`src/rtl/fetch_queue_if.sv`:
```
// fetch_queue_if: F-stage and D-stage signals of the instruction fetch buffer.
// Handshake: a transfer happens on a rising edge where valid and ready are both
// high; valid, once raised by a producer, carries stable data for that cycle,
// and ready never depends combinationally on the other side's valid.
interface fetch_queue_if;
    logic [31:0] f_pc;
    logic [31:0] f_instr;
    logic        f_valid;
    logic        f_ready;
    logic        flush;
    logic [31:0] d_pc;
    logic [31:0] d_instr;
    logic [4:0]  d_exc;
    logic        d_valid;
    logic        d_ready;

    // Environment side: fetch stage, decode stage and redirect source.
    modport master (
        output f_pc, f_instr, f_valid, flush, d_ready,
        input  f_ready, d_pc, d_instr, d_exc, d_valid
    );

    // Queue side.
    modport slave (
        input  f_pc, f_instr, f_valid, flush, d_ready,
        output f_ready, d_pc, d_instr, d_exc, d_valid
    );
endinterface

```
`src/rtl/fetch_queue.sv`:
```
// fetch_queue: DEPTH-entry buffer of fetched {pc, instr} pairs between the PC
// register / instruction memory and decode. f_ready drives the PC register
// enable and depends on registered occupancy only.
// Optional feature: define FETCH_ADEL_CHECK_EN to tag misaligned or
// out-of-range fetch PCs with exception code 4 (AdEL) and replace the
// instruction with a nop.
module fetch_queue #(
    parameter int          DEPTH    = 2,
    parameter logic [31:0] RESET_PC = 32'h0000_3000
) (
    input logic           clk,
    input logic           reset,
    fetch_queue_if.slave  fq
);

    localparam int          PW   = $clog2(DEPTH);
    localparam logic [PW:0] FULL = (PW + 1)'(DEPTH);

    logic [31:0] pc_mem    [DEPTH];
    logic [31:0] instr_mem [DEPTH];
    logic [PW-1:0] wr_ptr;
    logic [PW-1:0] rd_ptr;
    logic [PW:0]   count;

    logic push;
    logic pop;
    logic empty;

    logic [31:0] wr_instr;
`ifdef FETCH_ADEL_CHECK_EN
    logic [4:0]  exc_mem [DEPTH];
    logic        addr_bad;
    logic [4:0]  wr_exc;
`endif

    assign empty      = (count == '0);
    assign fq.f_ready = (count != FULL);
    assign fq.d_valid = !empty;

    // Flush kills both sides of the handshake for this cycle.
    assign push = fq.f_valid & fq.f_ready & ~fq.flush;
    assign pop  = fq.d_valid & fq.d_ready & ~fq.flush;

`ifdef FETCH_ADEL_CHECK_EN
    // Fetch address must be word aligned and inside the text segment.
    assign addr_bad = (fq.f_pc[1:0] != 2'b00) ||
                      (fq.f_pc < 32'h0000_3000) ||
                      (fq.f_pc > 32'h0000_6ffc);
    assign wr_exc   = addr_bad ? 5'd4 : 5'd0;
    assign wr_instr = addr_bad ? 32'h0000_0000 : fq.f_instr;
`else
    assign wr_instr = fq.f_instr;
`endif

    // Storage write; contents are don't-care until occupied, so no reset.
    always_ff @(posedge clk) begin
        if (push) begin
            pc_mem[wr_ptr]    <= fq.f_pc;
            instr_mem[wr_ptr] <= wr_instr;
`ifdef FETCH_ADEL_CHECK_EN
            exc_mem[wr_ptr]   <= wr_exc;
`endif
        end
    end

    // Pointers and occupancy; reset and flush both empty the queue.
    always_ff @(posedge clk) begin
        if (reset || fq.flush) begin
            wr_ptr <= '0;
            rd_ptr <= '0;
            count  <= '0;
        end else begin
            if (push) wr_ptr <= wr_ptr + 1'b1;
            if (pop)  rd_ptr <= rd_ptr + 1'b1;
            case ({push, pop})
                2'b10:   count <= count + 1'b1;
                2'b01:   count <= count - 1'b1;
                default: count <= count;
            endcase
        end
    end

    // Head entry; an empty queue shows the reset PC and a clean nop.
    always_comb begin
        fq.d_pc    = RESET_PC;
        fq.d_instr = 32'h0000_0000;
        fq.d_exc   = 5'd0;
        if (!empty) begin
            fq.d_pc    = pc_mem[rd_ptr];
            fq.d_instr = instr_mem[rd_ptr];
`ifdef FETCH_ADEL_CHECK_EN
            fq.d_exc   = exc_mem[rd_ptr];
`endif
        end
    end

endmodule

```
`src/flat_wrapper.sv`:
```
// flat-port wrapper written by rule: the top's interface ports become plain ports
module fetch_queue_flat 
#(
    parameter int          DEPTH    = 2,
    parameter logic [31:0] RESET_PC = 32'h0000_3000
)
  (clk, reset, fq_f_pc, fq_f_instr, fq_f_valid, fq_flush, fq_d_ready, fq_f_ready, fq_d_pc, fq_d_instr, fq_d_exc, fq_d_valid);
  fetch_queue_if fq_i ();
  input logic clk;
  input logic reset;
  input wire logic [$bits(fq_i.f_pc)-1:0] fq_f_pc;
  input wire logic [$bits(fq_i.f_instr)-1:0] fq_f_instr;
  input wire logic [$bits(fq_i.f_valid)-1:0] fq_f_valid;
  input wire logic [$bits(fq_i.flush)-1:0] fq_flush;
  input wire logic [$bits(fq_i.d_ready)-1:0] fq_d_ready;
  output wire logic [$bits(fq_i.f_ready)-1:0] fq_f_ready;
  output wire logic [$bits(fq_i.d_pc)-1:0] fq_d_pc;
  output wire logic [$bits(fq_i.d_instr)-1:0] fq_d_instr;
  output wire logic [$bits(fq_i.d_exc)-1:0] fq_d_exc;
  output wire logic [$bits(fq_i.d_valid)-1:0] fq_d_valid;
  assign fq_i.f_pc = fq_f_pc;
  assign fq_i.f_instr = fq_f_instr;
  assign fq_i.f_valid = fq_f_valid;
  assign fq_i.flush = fq_flush;
  assign fq_i.d_ready = fq_d_ready;
  assign fq_f_ready = fq_i.f_ready;
  assign fq_d_pc = fq_i.d_pc;
  assign fq_d_instr = fq_i.d_instr;
  assign fq_d_exc = fq_i.d_exc;
  assign fq_d_valid = fq_i.d_valid;
  fetch_queue #(.DEPTH(DEPTH), .RESET_PC(RESET_PC)) u_core (.clk(clk), .reset(reset), .fq(fq_i));
endmodule
```
`config.mk`:
```
export PLATFORM = sky130hd
export DESIGN_NAME = fetch_queue_flat
export DESIGN_NICKNAME = d
export VERILOG_FILES = /design/src/rtl/fetch_queue_if.sv /design/src/rtl/fetch_queue.sv /design/src/flat_wrapper.sv
export SDC_FILE = /design/constraint.sdc
export NUM_CORES = 1
export LEC_CHECK = 0
export ABC_AREA = 1
export BUFFER_PORTS_ARGS = -buffer_cell sky130_fd_sc_hd__buf_4
export CORE_ASPECT_RATIO = 0.7
export CORE_MARGIN = 2
export CORE_UTILIZATION = 43
export CTS_BUF_LIST = sky130_fd_sc_hd__clkbuf_8
export DETAILED_ROUTE_END_ITERATION = 12
export GPL_TIMING_DRIVEN = 0
export PLACE_DENSITY = 0.76
export SLEW_MARGIN = 20
export SYNTH_ARGS = -nofsm -noshare
export SYNTH_HDL_FRONTEND = slang
export SYNTH_SLANG_ARGS = --single-unit
```
`constraint.sdc`:
```
create_clock -name clk -period 8.2 [get_ports clk]
set_clock_uncertainty 0.2 [all_clocks]
set_input_delay 2.46 -clock clk [delete_from_list [all_inputs] [get_ports clk]]
set_output_delay 2.46 -clock clk [all_outputs]
set_load 0.01 [all_outputs]
```
==> metrics.csv <==
metric;value;unit
outcome;finished, final reports clean;
post-layout minimum cycle time;4.30;ns
pin count of the biggest net entering global routing;34;
synthesized cell area;0.00533;mm²
final hold violation count;0;
Area growth syn-to-layout;31.4;%
CTS buffer count;17;
Slowest cell on crit path;dfxtp_1;
P per Cell Area;198;mW/mm²
slowest cell delay on critical path;0.35;ns
Crit Path Class;flop to primary output;
crit path cell chain;buf_4 -> buf_2 -> nand2_1 -> a21oi_2 -> buf_4;
unique cell type count in the Yosys netlist;20;
GR Layer Usage met1;0.218;
DR DRC count;0;
hold_buf cts;0;
CTS tree;built;
nets;616;
Least-Margin Pin Slew;0.603;ns
sequential area share after synthesis;0.740;
static leakage;2.69;nW
final cycle utilization of the critical path;0.524;
global placement routability congestion;0.738;
hold crit path type;flop to flop;
Max VDD drop;0.000177;V
Final Max Tran Viols;0;
Worst Setup EP;fq_d_instr[1];
gr ovfl total;0;
synthesized area per cell;13.8;µm²
Critical path buffers and inverters;3;
share of layout cells above drive strength 1;0.462;
antenna cells;0;
Initial DRC Count;180;
combinational share of power;0.074;
core area;0.0119;mm²
Levels on crit path;5;
Resized Gates After CTS;0;
GR Util met2;0.261;
Most Used Layer, Global Route;met2;
RSZ-0062 raised after global routing;no;
initial antenna violation count;0;
Setup Total Neg Slack;0;ns
post-synthesis register bit count;133;
# setup viols final;0;
die width;137;µm
wire length per cell;15.2;µm
fmax;0.233;GHz
met3 Usage GRT;0.0668;
P_sw;0.000294;W
Detail Placement HPWL;7.47;mm
cells on worst reg2reg path;5;
Data arrival, critical path;1.64;ns
Global Route Usage Sum;0.168;
starting density of the core;0.448;
Sw Ratio;0.213;
Reg power frac;0.556;
Post-DRT Antenna Nets;0;
clock transition at the registers of the reported paths;0.07;ns
Pre-antenna DRT Iters;4;
Die H;97.1;µm
PortBufs;134;
CP startpoint kind;flop;
commonest non-fill, non-tap cells in the layout;buf_4, nand2_1, edfxtp_1, a21oi_2, clkbuf_8;
top post-synthesis cells by area;edfxtp_1, a21oi_2, nand2_1;
clock power share;0.370;
origin of the critical flop-to-flop path;u_core.count[0];
DIE AREA;0.0133;mm²
Pwr Total;0.00138;W
setup bufs post-CTS;0;
commonest non-fill, non-tap cell in the layout;buf_4;
first-pass GRT wire length;16.7;mm
MaxCap Viol Count;0;
final WL;10.9;mm
R2R setup slack;6.10;ns
Mapped Cells;386;
Critical Path End Type;primary output;
relative slew slack;0.597;
Clock Sink Count;133;
H-Tree Depth;4;
standard-cell row count;33;
CTS root buf;clkbuf_8;
Top delay family on crit path;buffers and inverters;
clock latency on the worst-skew pair;0.42;ns
Synth area leader;edfxtp_1;
yosys warns;0;
Ports;140;
most frequent CP cell;buf_4;
vias in the first global route;3352;
capture point of the worst reg-to-reg path;u_core.pc_mem[0][31];
Yosys top cell area share;0.721;
CP max FO;10;
cell internal pwr;0.00109;W
Clock Tree Buf Depth;2;
vias;3430;
via/cell ratio;4.79;
Worst EP required;5.54;ns
==> power by group through the flow <==
stage	combinational [W]	clock (W)	sequential, W
6_report	0.000102	0.000512	0.000770
5_1_grt	0.000112	0.000550	0.000771
4_1_cts	0.000103	0.000522	0.000770
3_5_place_dp	0.000103	0	0.000785
3_3_place_gp	0.0000963	0	0.000786
2_1_floorplan	0.0000453	0	0.000785
==> state kept, by name, indices dropped and copies added (netlist names), named ones only <==
register and count:
u_core.wr_ptr 1, u_core.rd_ptr 1, u_core.pc_mem 64, u_core.count 2
u_core.instr_mem 64
==> final cells by class <==
cell class | count | area, µm²
fill | 955 | 4890
sequential | 133 | 3940
multi-input combinational | 226 | 1200
timing repair buffer | 137 | 1070
clock buffer | 22 | 303
tap | 157 | 196
buffer | 24 | 173
clock inverter | 10 | 82.6
inverter | 7 | 33.8
==> cell usage after synthesis <==
cell,instances
buf_2,12
ha_1,1
nand2_2,1
buf_6,6
a21oi_1,4
nand2_1,136
inv_6,1
nor3_1,1
edfxtp_1,128
xor2_1,1
nor2_8,1
nand4_1,1
nand3_1,4
inv_1,4
conb_1,1
dfxtp_1,5
nor2_1,11
inv_2,2
buf_4,6
a21oi_2,60
==> worst min path at each step <==
| stage | cells after the start | slack (ns) | to | startpoint |
|---|---|---|---|---|
| 3_3_place_gp | 2 | 0.28 | u_core.rd_ptr | u_core.rd_ptr |
| 5_1_grt | 2 | 0.34 | u_core.rd_ptr | u_core.rd_ptr |
| 4_1_cts | 2 | 0.31 | u_core.rd_ptr | u_core.rd_ptr |
| 2_1_floorplan | 2 | 0.26 | flop | u_core.rd_ptr |
| 3_5_place_dp | 2 | 0.29 | u_core.rd_ptr | u_core.rd_ptr |
| 6_report | 2 | 0.30 | u_core.rd_ptr | u_core.rd_ptr |
==> stage by stage <==
step / utilization / instances / hold WS [ns] / setup WS [ns] / area, µm²
final: 0.589 / 716 / 0.304 / 3.90 / 7000
after detailed placement: 0.556 / 684 / 0.292 / 3.98 / 6620
after floorplan: - / 390 / 0.265 / 2.13 / 5340
after global placement: 0.550 / 681 / 0.277 / 0.532 / 6550
after CTS: 0.589 / 716 / 0.308 / 3.86 / 7000
after global routing: 0.589 / 716 / 0.337 / 3.76 / 7000
==> tightest hold or removal path: stages (launching register included) <==
cell and delay, ns:
dfxtp_1 0.33, a21oi_1 0.06, nor2_1 0.08
==> cells by family after synthesis <==
group / Yosys count / synth area share
and+or+nand+nor: 155 / 0.114
DFF: 133 / 0.740
AOI/OAI and AO/OA: 64 / 0.102
buffers and inverters: 31 / 0.0383
xor gates and xnor gates: 1 / 0.00164
adders and majority gates: 1 / 0.00235
other: 1 / 0.000704
==> per-layer routing <==
layer | wire (µm) | part of all wire | vias to the layer above
met5 | 0 | 0 | -
met4 | 97 | 0.0089 | 0
met3 | 912 | 0.084 | 8
met2 | 5070 | 0.47 | 129
met1 | 4820 | 0.44 | 1630
li1 | - | - | 1663
No activity file was read; power rests on OpenSTA's default activity.
